<file path="config.mk">
export PLATFORM = sky130hd
export DESIGN_NAME = deflect_alloc_sched
export DESIGN_NICKNAME = d
export VERILOG_FILES = /design/src/rtl/deflect_alloc_sched_pkg.sv /design/src/rtl/deflect_alloc_sched_alloc_step.sv /design/src/rtl/deflect_alloc_sched.sv
export SDC_FILE = /design/constraint.sdc
export NUM_CORES = 1
export LEC_CHECK = 0
export ABC_CLOCK_PERIOD_IN_PS = 11310
export CELL_PAD_IN_SITES_DETAIL_PLACEMENT = 1
export CELL_PAD_IN_SITES_GLOBAL_PLACEMENT = 2
export CORE_MARGIN = 2
export CORE_UTILIZATION = 37
export DETAILED_ROUTE_END_ITERATION = 8
export PLACE_DENSITY = 0.95
export SLEW_MARGIN = 5
export SYNTH_ARGS = -nofsm -noshare
export SYNTH_HDL_FRONTEND = slang
export SYNTH_SLANG_ARGS = --single-unit
</file>
<file path="constraint.sdc">
create_clock -name clk -period 11.31 [get_ports clk]
set_input_delay 1.131 -clock clk [delete_from_list [all_inputs] [get_ports clk]]
set_output_delay 1.131 -clock clk [all_outputs]
set_load 0.05 [all_outputs]
</file>
<file path="src/rtl/deflect_alloc_sched_pkg.sv">
// Shared constants, injection FSM encoding and the highest-bit picker used by
// the deflection router output-port scheduler.
package deflect_alloc_sched_pkg;

    localparam int NUM_IN    = 4;
    localparam int NUM_PORT  = 5;
    localparam int EJECT_BIT = 4;

    localparam logic [NUM_PORT-1:0] CARD_MASK = 5'b01111;
    localparam logic [NUM_PORT-1:0] AVAIL_ALL = 5'b11111;

    typedef enum logic [1:0] {
        IDLE  = 2'd0,
        WAIT1 = 2'd1,
        WAIT2 = 2'd2
    } inj_state_e;

    // One-hot of the highest set bit, zero when nothing is set.
    function automatic logic [NUM_PORT-1:0] top_bit(input logic [NUM_PORT-1:0] v);
        top_bit = '0;
        for (int b = 0; b < NUM_PORT; b++) begin
            if (v[b]) begin
                top_bit    = '0;
                top_bit[b] = 1'b1;
            end
        end
    endfunction

endpackage

</file>
<file path="src/rtl/deflect_alloc_sched_alloc_step.sv">
// One link of the allocation chain: grant a productive free port if possible,
// otherwise deflect to the highest free cardinal port.
module alloc_step
    import deflect_alloc_sched_pkg::*;
(
    input  logic                req,
    input  logic [NUM_PORT-1:0] ppv,
    input  logic [NUM_PORT-1:0] avail,
    input  logic                allow_eject,
    output logic [NUM_PORT-1:0] grant,
    output logic                deflect,
    output logic [NUM_PORT-1:0] avail_next
);

    logic [NUM_PORT-1:0] reach;
    logic [NUM_PORT-1:0] hit;

    always_comb begin
        reach            = CARD_MASK;
        reach[EJECT_BIT] = allow_eject;
        hit              = ppv & avail & reach;
        grant            = '0;
        deflect          = 1'b0;
        if (req) begin
            if (hit != '0) begin
                grant = top_bit(hit);
            end else begin
                // Eject is never a deflection target.
                grant   = top_bit(avail & CARD_MASK);
                deflect = 1'b1;
            end
        end
        avail_next = avail & ~grant;
    end

endmodule

</file>
<file path="src/rtl/deflect_alloc_sched.sv">
// Two-stage output-port scheduler: S1 captures flits and ranks them, S2 walks
// the rank order through the allocation chain. Also owns injection and epoch.
module deflect_alloc_sched
    import deflect_alloc_sched_pkg::*;
#(
    parameter int AGE_W     = 8,
    parameter int ID_W      = 4,
    parameter int EPOCH_LEN = 64,
    parameter int STARVE_TH = 4
) (
    input  logic                         clk,
    input  logic                         reset,
    input  logic [NUM_IN-1:0]            in_valid,
    input  logic [NUM_IN*NUM_PORT-1:0]   in_ppv,
    input  logic [NUM_IN*AGE_W-1:0]      in_age,
    input  logic [NUM_IN-1:0]            in_golden,
    input  logic                         inj_req,
    input  logic [NUM_PORT-1:0]          inj_ppv,
    output logic [NUM_IN-1:0]            out_valid,
    output logic [NUM_IN*NUM_PORT-1:0]   out_port,
    output logic [NUM_IN-1:0]            out_deflect,
    output logic                         inj_grant,
    output logic                         inj_fail,
    output logic [NUM_PORT-1:0]          inj_port,
    output logic                         inj_starve,
    output logic [ID_W-1:0]              golden_id
);

    localparam int RANK_W   = $clog2(NUM_IN);
    localparam int CNT_W    = RANK_W + 1;
    localparam int EPOCH_W  = (EPOCH_LEN > 1) ? $clog2(EPOCH_LEN) : 1;
    localparam int STARVE_W = $clog2(STARVE_TH + 1);

    logic [NUM_IN-1:0]                 v1_q;
    logic [NUM_PORT-1:0]               ppv1_q   [NUM_IN];
    logic [RANK_W-1:0]                 order1_q [NUM_IN];
    logic [RANK_W-1:0]                 order_d  [NUM_IN];
    logic                              inj1_q;
    logic [NUM_PORT-1:0]               injppv1_q;
    logic [NUM_IN-1:0]                 valid_q, defl_q, defl_d;
    logic [NUM_IN-1:0][NUM_PORT-1:0]   port_q, port_d;
    logic [NUM_PORT-1:0]               inj_port_q;
    logic                              inj_grant_q, inj_fail_q, inj_starve_q;
    logic                              inj_ok_d, inj_fail_d;
    logic [STARVE_W-1:0]               starve_q, starve_d;
    logic [EPOCH_W-1:0]                epoch_q;
    logic [ID_W-1:0]                   golden_q;
    inj_state_e                        state_q;

    logic [CNT_W-1:0]                  cnt_c;
    logic                              beat_c;

    // Rank position of flit i = number of flits that beat it (golden, age, index).
    always_comb begin
        for (int i = 0; i < NUM_IN; i++) order_d[i] = '0;
        cnt_c  = '0;
        beat_c = 1'b0;
        for (int i = 0; i < NUM_IN; i++) begin
            cnt_c = '0;
            for (int j = 0; j < NUM_IN; j++) begin
                if (in_golden[j] != in_golden[i])
                    beat_c = in_golden[j];
                else if (in_age[j*AGE_W +: AGE_W] != in_age[i*AGE_W +: AGE_W])
                    beat_c = in_age[j*AGE_W +: AGE_W] > in_age[i*AGE_W +: AGE_W];
                else
                    beat_c = (j < i);
                cnt_c = cnt_c + CNT_W'(beat_c);
            end
            order_d[cnt_c[RANK_W-1:0]] = RANK_W'(i);
        end
    end

    logic [NUM_PORT-1:0] avail_c [NUM_IN+2];
    logic [NUM_PORT-1:0] grant_c [NUM_IN+1];
    logic [NUM_IN:0]     defl_c;
    logic                unused_inj_tail;

    assign avail_c[0] = AVAIL_ALL;

    for (genvar k = 0; k < NUM_IN; k++) begin : g_flit
        alloc_step u_step (
            .req        (v1_q[order1_q[k]]),
            .ppv        (ppv1_q[order1_q[k]]),
            .avail      (avail_c[k]),
            .allow_eject(1'b1),
            .grant      (grant_c[k]),
            .deflect    (defl_c[k]),
            .avail_next (avail_c[k+1])
        );
    end

    // The injected flit only sees what the four arriving flits left behind.
    alloc_step u_inj (
        .req        (inj1_q),
        .ppv        (injppv1_q),
        .avail      (avail_c[NUM_IN]),
        .allow_eject(1'b0),
        .grant      (grant_c[NUM_IN]),
        .deflect    (defl_c[NUM_IN]),
        .avail_next (avail_c[NUM_IN+1])
    );

    assign unused_inj_tail = ^{avail_c[NUM_IN+1], defl_c[NUM_IN]};

    always_comb begin
        port_d = '0;
        defl_d = '0;
        for (int k = 0; k < NUM_IN; k++) begin
            port_d[order1_q[k]] = grant_c[k];
            defl_d[order1_q[k]] = defl_c[k];
        end
    end

    assign inj_ok_d   = inj1_q && (grant_c[NUM_IN] != '0);
    assign inj_fail_d = inj1_q && (grant_c[NUM_IN] == '0);

    always_comb begin
        starve_d = starve_q;
        if (inj_fail_d) begin
            if (starve_q != STARVE_W'(STARVE_TH)) starve_d = starve_q + 1'b1;
        end else if (inj_ok_d || (state_q == IDLE && !inj_req)) begin
            starve_d = '0;
        end
    end

    always_ff @(posedge clk or posedge reset) begin
        if (reset) begin
            v1_q      <= '0;
            inj1_q    <= 1'b0;
            injppv1_q <= '0;
            valid_q   <= '0;
            port_q    <= '0;
            defl_q    <= '0;
            for (int i = 0; i < NUM_IN; i++) begin
                ppv1_q[i]   <= '0;
                order1_q[i] <= '0;
            end
        end else begin
            v1_q      <= in_valid;
            inj1_q    <= (state_q == IDLE) && inj_req;
            injppv1_q <= inj_ppv & CARD_MASK;
            valid_q   <= v1_q;
            port_q    <= port_d;
            defl_q    <= defl_d;
            for (int i = 0; i < NUM_IN; i++) begin
                ppv1_q[i]   <= in_ppv[i*NUM_PORT +: NUM_PORT];
                order1_q[i] <= order_d[i];
            end
        end
    end

    always_ff @(posedge clk or posedge reset) begin
        if (reset) begin
            state_q      <= IDLE;
            inj_grant_q  <= 1'b0;
            inj_fail_q   <= 1'b0;
            inj_port_q   <= '0;
            inj_starve_q <= 1'b0;
            starve_q     <= '0;
            epoch_q      <= '0;
            golden_q     <= '0;
        end else begin
            case (state_q)
                IDLE:    if (inj_req) state_q <= WAIT1;
                WAIT1:   state_q <= WAIT2;
                default: state_q <= IDLE;
            endcase
            inj_grant_q  <= inj_ok_d;
            inj_fail_q   <= inj_fail_d;
            inj_port_q   <= grant_c[NUM_IN];
            starve_q     <= starve_d;
            inj_starve_q <= (starve_d == STARVE_W'(STARVE_TH));
            if (epoch_q == EPOCH_W'(EPOCH_LEN - 1)) begin
                epoch_q  <= '0;
                golden_q <= golden_q + 1'b1;
            end else begin
                epoch_q <= epoch_q + 1'b1;
            end
        end
    end

    assign out_valid   = valid_q;
    assign out_port    = port_q;
    assign out_deflect = defl_q;
    assign inj_grant   = inj_grant_q;
    assign inj_fail    = inj_fail_q;
    assign inj_port    = inj_port_q;
    assign inj_starve  = inj_starve_q;
    assign golden_id   = golden_q;

endmodule

</file>
# After elaboration in Yosys (flattened, before gate mapping)
# Cells that the tools add are included.
# totals
latchBits	0
out_inout_bits	40
mem_bits_rw	0
ff_bits	88
mem_bits_ro	0
word_cells	258
memories	0
# op_classes
div_mod_pow	0
n_mul	0
n_eq_ne	23
n_mux	130
bitwise_logic	23
shifts	0
add_sub_neg	9
reduce_logical	21
order_cmp	27
# ops
op	n
$mux 5	26
$gt 8x8->1	9
$ne 8x8->1	9
$bwmux 20	3
$mux 1	43
$bmux 5 s2	4
$demux 5 s2	4
$mux 3	12
$mux 4	9
$reduce_bool 5->1	6
$mux 2	13
$and 5x5->5	5
$ge 3x3->1 const B	7
$not 2->3	7
$and 20x20->20	1
$and 4x4->4	4
$not 5->5	3
$bwmux 4	3
$demux 2 s2	3
$lt 2x3->1 const B	4
$logic_and 1x1->1	11
$lt 3x1->1 const B	3
$ne 1x1->1	9
$bmux 1 s2	4
20 further kinds	31

# Depth between registers and ports, before layout
# depth
depth_word	55
ltp_mapped	19
mapped_depth_nobuf	19

# Cells and area by module
# From an unflattened synthesis, not the netlist that was laid out.
# hier_totals
cells_unflattened	611
hier_area_um2	6075.8
# by_module_without_submodules
module	cells_each	area_per_inst_um2	n_inst	seq_area_each_um2
deflect_alloc_sched	466	5168.7	1	2202.1
alloc_step	29	181.4	5	0.0

# Worst setup path before layout
# Ideal clock, no wire load.
# synth_timing
kind	register to register
from	register order1_q[6] (netlist name)
to	register inj_starve_q (netlist: inj_starve)
stages_incl_launch_ff	15
t_arrival_ns	4.223
slack_ns	7.008
required_ns	11.230
period_less_slack_ns	4.302
path_cell_list	dfrtp_1 buf_6 mux4_2 nor4b_4 a21bo_2 nor4b_4 a211oi_4 o31a_1 a221o_1 o31ai_1 nand4bb_1 nor3_2 nor4_4 o2111ai_1 a2bb2oi_1
# synth_lines
item	line_no	text
start: declaration	deflect_alloc_sched.sv:36	logic [RANK_W-1:0] order1_q [NUM_IN];
start signal: indexed assignment	deflect_alloc_sched.sv:147	order1_q[i] <= order_d[i];
end signal: assignment	deflect_alloc_sched.sv:172	inj_starve_q <= (starve_d == STARVE_W'(STARVE_TH));
end: declaration	deflect_alloc_sched.sv:43	logic inj_grant_q, inj_fail_q, inj_starve_q;

==> out/qor.txt <==
syn_area_per_cell -> 10.0 µm²
DRC viols -> 0
final net count -> 841
Final HPWL DP -> 14.4 mm
achievable frequency -> 179 MHz
min Tclk post-route -> 5.60 ns
share of cells above drive strength 1 -> 8.58%
Synth area leaders -> dfrtp_1, ha_1, mux4_2
Synth area leader -> dfrtp_1
Crit Path Class -> reg -> reg
synthesized flop and latch total -> 87
fillcell total -> 1852
crit-path cells -> mux4_1 > nor4b_4 > a21bo_2 > nor4b_4 > a211oi_4 > o31ai_1 > a21oi_1 > a211oi_1 > a32oi_1 > and4bb_1 > nor4_4 > a41oi_1 > mux2i_1
pin count of the biggest net entering global routing -> 88
HP Class -> reg -> reg
CP required -> 11.52 ns
Final Instance Area -> 7790 µm²
n_diodes -> 0
Clock transition at path regs -> 0.06 ns
Clock power frac -> 17.2%
Hold Vio Cnt, Final -> 0
Reg2Reg Depth -> 13
Synth Area in Simple Gates -> 17.9%
H-tree depth -> 3
Period Utilization, post-route -> 49.5%
RSZ-0062 raised after global routing -> no
first-pass GRT wire length -> 29.7 mm
CTS tree -> done
biggest cell delay along the critical path -> 0.79 ns
setup TNS -> 0 ns
Compound-Gate Fraction of Synth Area -> 19.7%
number of global-route vias before repair -> 5936
Max Slew Vio Count -> 0
crit end category -> flop
Post-Syn Area -> 6220 µm²
number of enable flip-flop cells after synthesis -> 0
internal power -> 945 µW
mux share of post-synthesis cell area -> 10.6%
fraction of registers with async set/reset -> 100%
core region area -> 16500 µm²
Crit Path Max Fanout -> 12
largest family of logic cells by synthesized area -> compound AO/OA/AOI/OAI gates
Worst Tran Pin Value -> 1.01 ns
placed inst area -> 7470 µm²
Min-Delay Path Depth -> 0
die footprint -> 17900 µm²
First-pass DRT Iterations -> 4
cell area power density -> 234 nW/µm²
row count -> 47
chip width -> 134 µm
final clock skew -> 0.0114 ns
cts hold-fix bufs -> 0
CP most frequent cell -> nor4b_4
Worst EP arrival -> 5.81 ns
grt ovf -> 0
Worst VDD drop -> 0.000108 V
DR vias -> 5401
Post-Place Setup Slack -> 5.84 ns
wirelength, routed -> 18.0 mm
Final setup viols -> 0
critical path startpoint category -> flop
sequential fraction of the synthesis area -> 35.0%
I/O pin cnt -> 108
Initial Util -> 37.7%
Top FF cell, synth -> dfrtp_1
Root Buffer -> clkbuf_16
Sw Pwr -> 876 µW
Post-Synth Adder-Cell Area -> 11.9%
setup ws final -> 5.71 ns
initial antenna violation count -> 0
commonest non-fill, non-tap cell in the layout -> clkdlybuf4s50_1
Sink Count -> 87
top cell type's share of synthesized area -> 35.0%
Comb power frac -> 57.8%
Netlist cell types -> 81
Setup Fix Bufs, Post-CTS -> 0
post-synthesis cell count -> 620
Ys Warns -> 0
Die Y -> 134 µm
synthesized netlist net count -> 743
buffers from clock root to sink, at most -> 2
Switching Share -> 48.1%
wire length per cell -> 19.1 µm
CTS buffer count -> 9
Via density -> 5.73
synthesis-to-layout area growth -> 25.2%
status -> completed
Tot GR Track Use -> 21.0%
leakage dissipation -> 0.00331 µW
global placement routability congestion -> 0.907
slowest CP cell -> mux4_1
xor/xnor share of the synthesized area -> 0.844%
post-route ant nets -> 0
1st-iter DRT viols -> 311
Port-buffer cells -> 105
Max-cap violations -> 0
# resized after CTS -> 0
Reg power frac -> 25.0%
commonest cells after routing, fill and taps aside -> clkdlybuf4s50_1, dfrtp_1, ha_1, nand2_1, o21ai_0
Slew HR -> 32.7%
worst skew pair latency -> 0.34 ns
[cell usage after synthesis (6+ instances only)]
master	instances
o221ai_1	13
nand2_1	44
nor2b_1	18
and2_1	10
o22ai_1	8
o21ai_0	42
a21oi_1	29
nand2b_1	34
nor2_1	20
a31oi_1	6
mux4_2	22
nand3b_1	6
inv_1	42
ha_1	52
dfrtp_1	87
nand3_1	25
clkbuf_1	15
nor3_1	7
o211ai_1	20
mux2i_1	10
[critical path, delay by kind of cell, from the launching register on]
kind | cells | cell delay [ns]
muxes | 2 | 0.91
DFF | 1 | 0.76
AOI/OAI and AO/OA | 7 | 2.34
and+or+nand+nor | 4 | 1.46
[cell families after synthesis]
logic type | after synthesis
other | 1
and+or+nand+nor | 195
muxes | 35
AOI/OAI and AO/OA | 176
DFF | 87
adders and majority gates | 58
xor gates and xnor gates | 6
buffers and inverters | 62
[per-layer routing]
metal | share of wire (%) | vias to the layer above | global-route usage [%]
li1 | - | 2524 | -
met1 | 38 | 2655 | 23.6
met2 | 51 | 180 | 37.8
met3 | 6.9 | 42 | 4.91
met4 | 3.2 | 0 | 9.40
met5 | 0 | - | 0
[sequential cells by signal (all words and copies together) (netlist names)]
name,cells
inj1_q,1
out_deflect,4
v1_q,4
ppv1_q,20
starve_q,3
order1_q,8
epoch_q,6
golden_id,4
state_q,2
inj_starve,1
injppv1_q,4
inj_port,4
out_valid,4
inj_grant,1
inj_fail,1
out_port,20
[worst paths after layout]
path	slack [ns]	to	from
min reg2reg	0.45	out_valid[2]	v1_q[2]
min in group asynchronous	1.46	epoch_q[1]	reset
min	0.45	out_valid[2]	v1_q[2]
max in group asynchronous	9.20	out_port[9]	reset
max	5.71	starve_q[0]	order1_q[6]
max reg2reg	5.71	starve_q[0]	order1_q[6]
[power groups by stage]
stage               Clock [µW]  Sequential, µW  Combinational (µW)
CTS                        321             455                1040
finish                     313             456                1050
global placement             0             456                1000
detailed placement           0             461                1040
global route               332             467                1140
floorplan                    0             545                 641
[metrics by stage]
stage	utilization, %	total power (µW)	hold WS (ns)	std cells
after floorplan	-	1190	0.394	620
after global placement	45.2	1460	0.421	927
after detailed placement	45.2	1500	0.425	927
after CTS	47.1	1820	0.450	943
final	47.1	1820	0.445	943
after global routing	47.1	1940	0.456	943
[final cells by class]
type	count	area, µm²	area share [%]
multi-input combinational	471	3800	48.8
sequential	87	2180	28.0
timing repair buffer	106	1060	13.6
tap	220	275	3.53
clock buffer	11	253	3.24
inverter	43	163	2.09
clock inverter	5	61.3	0.787
(Power assumes the default switching activity.)
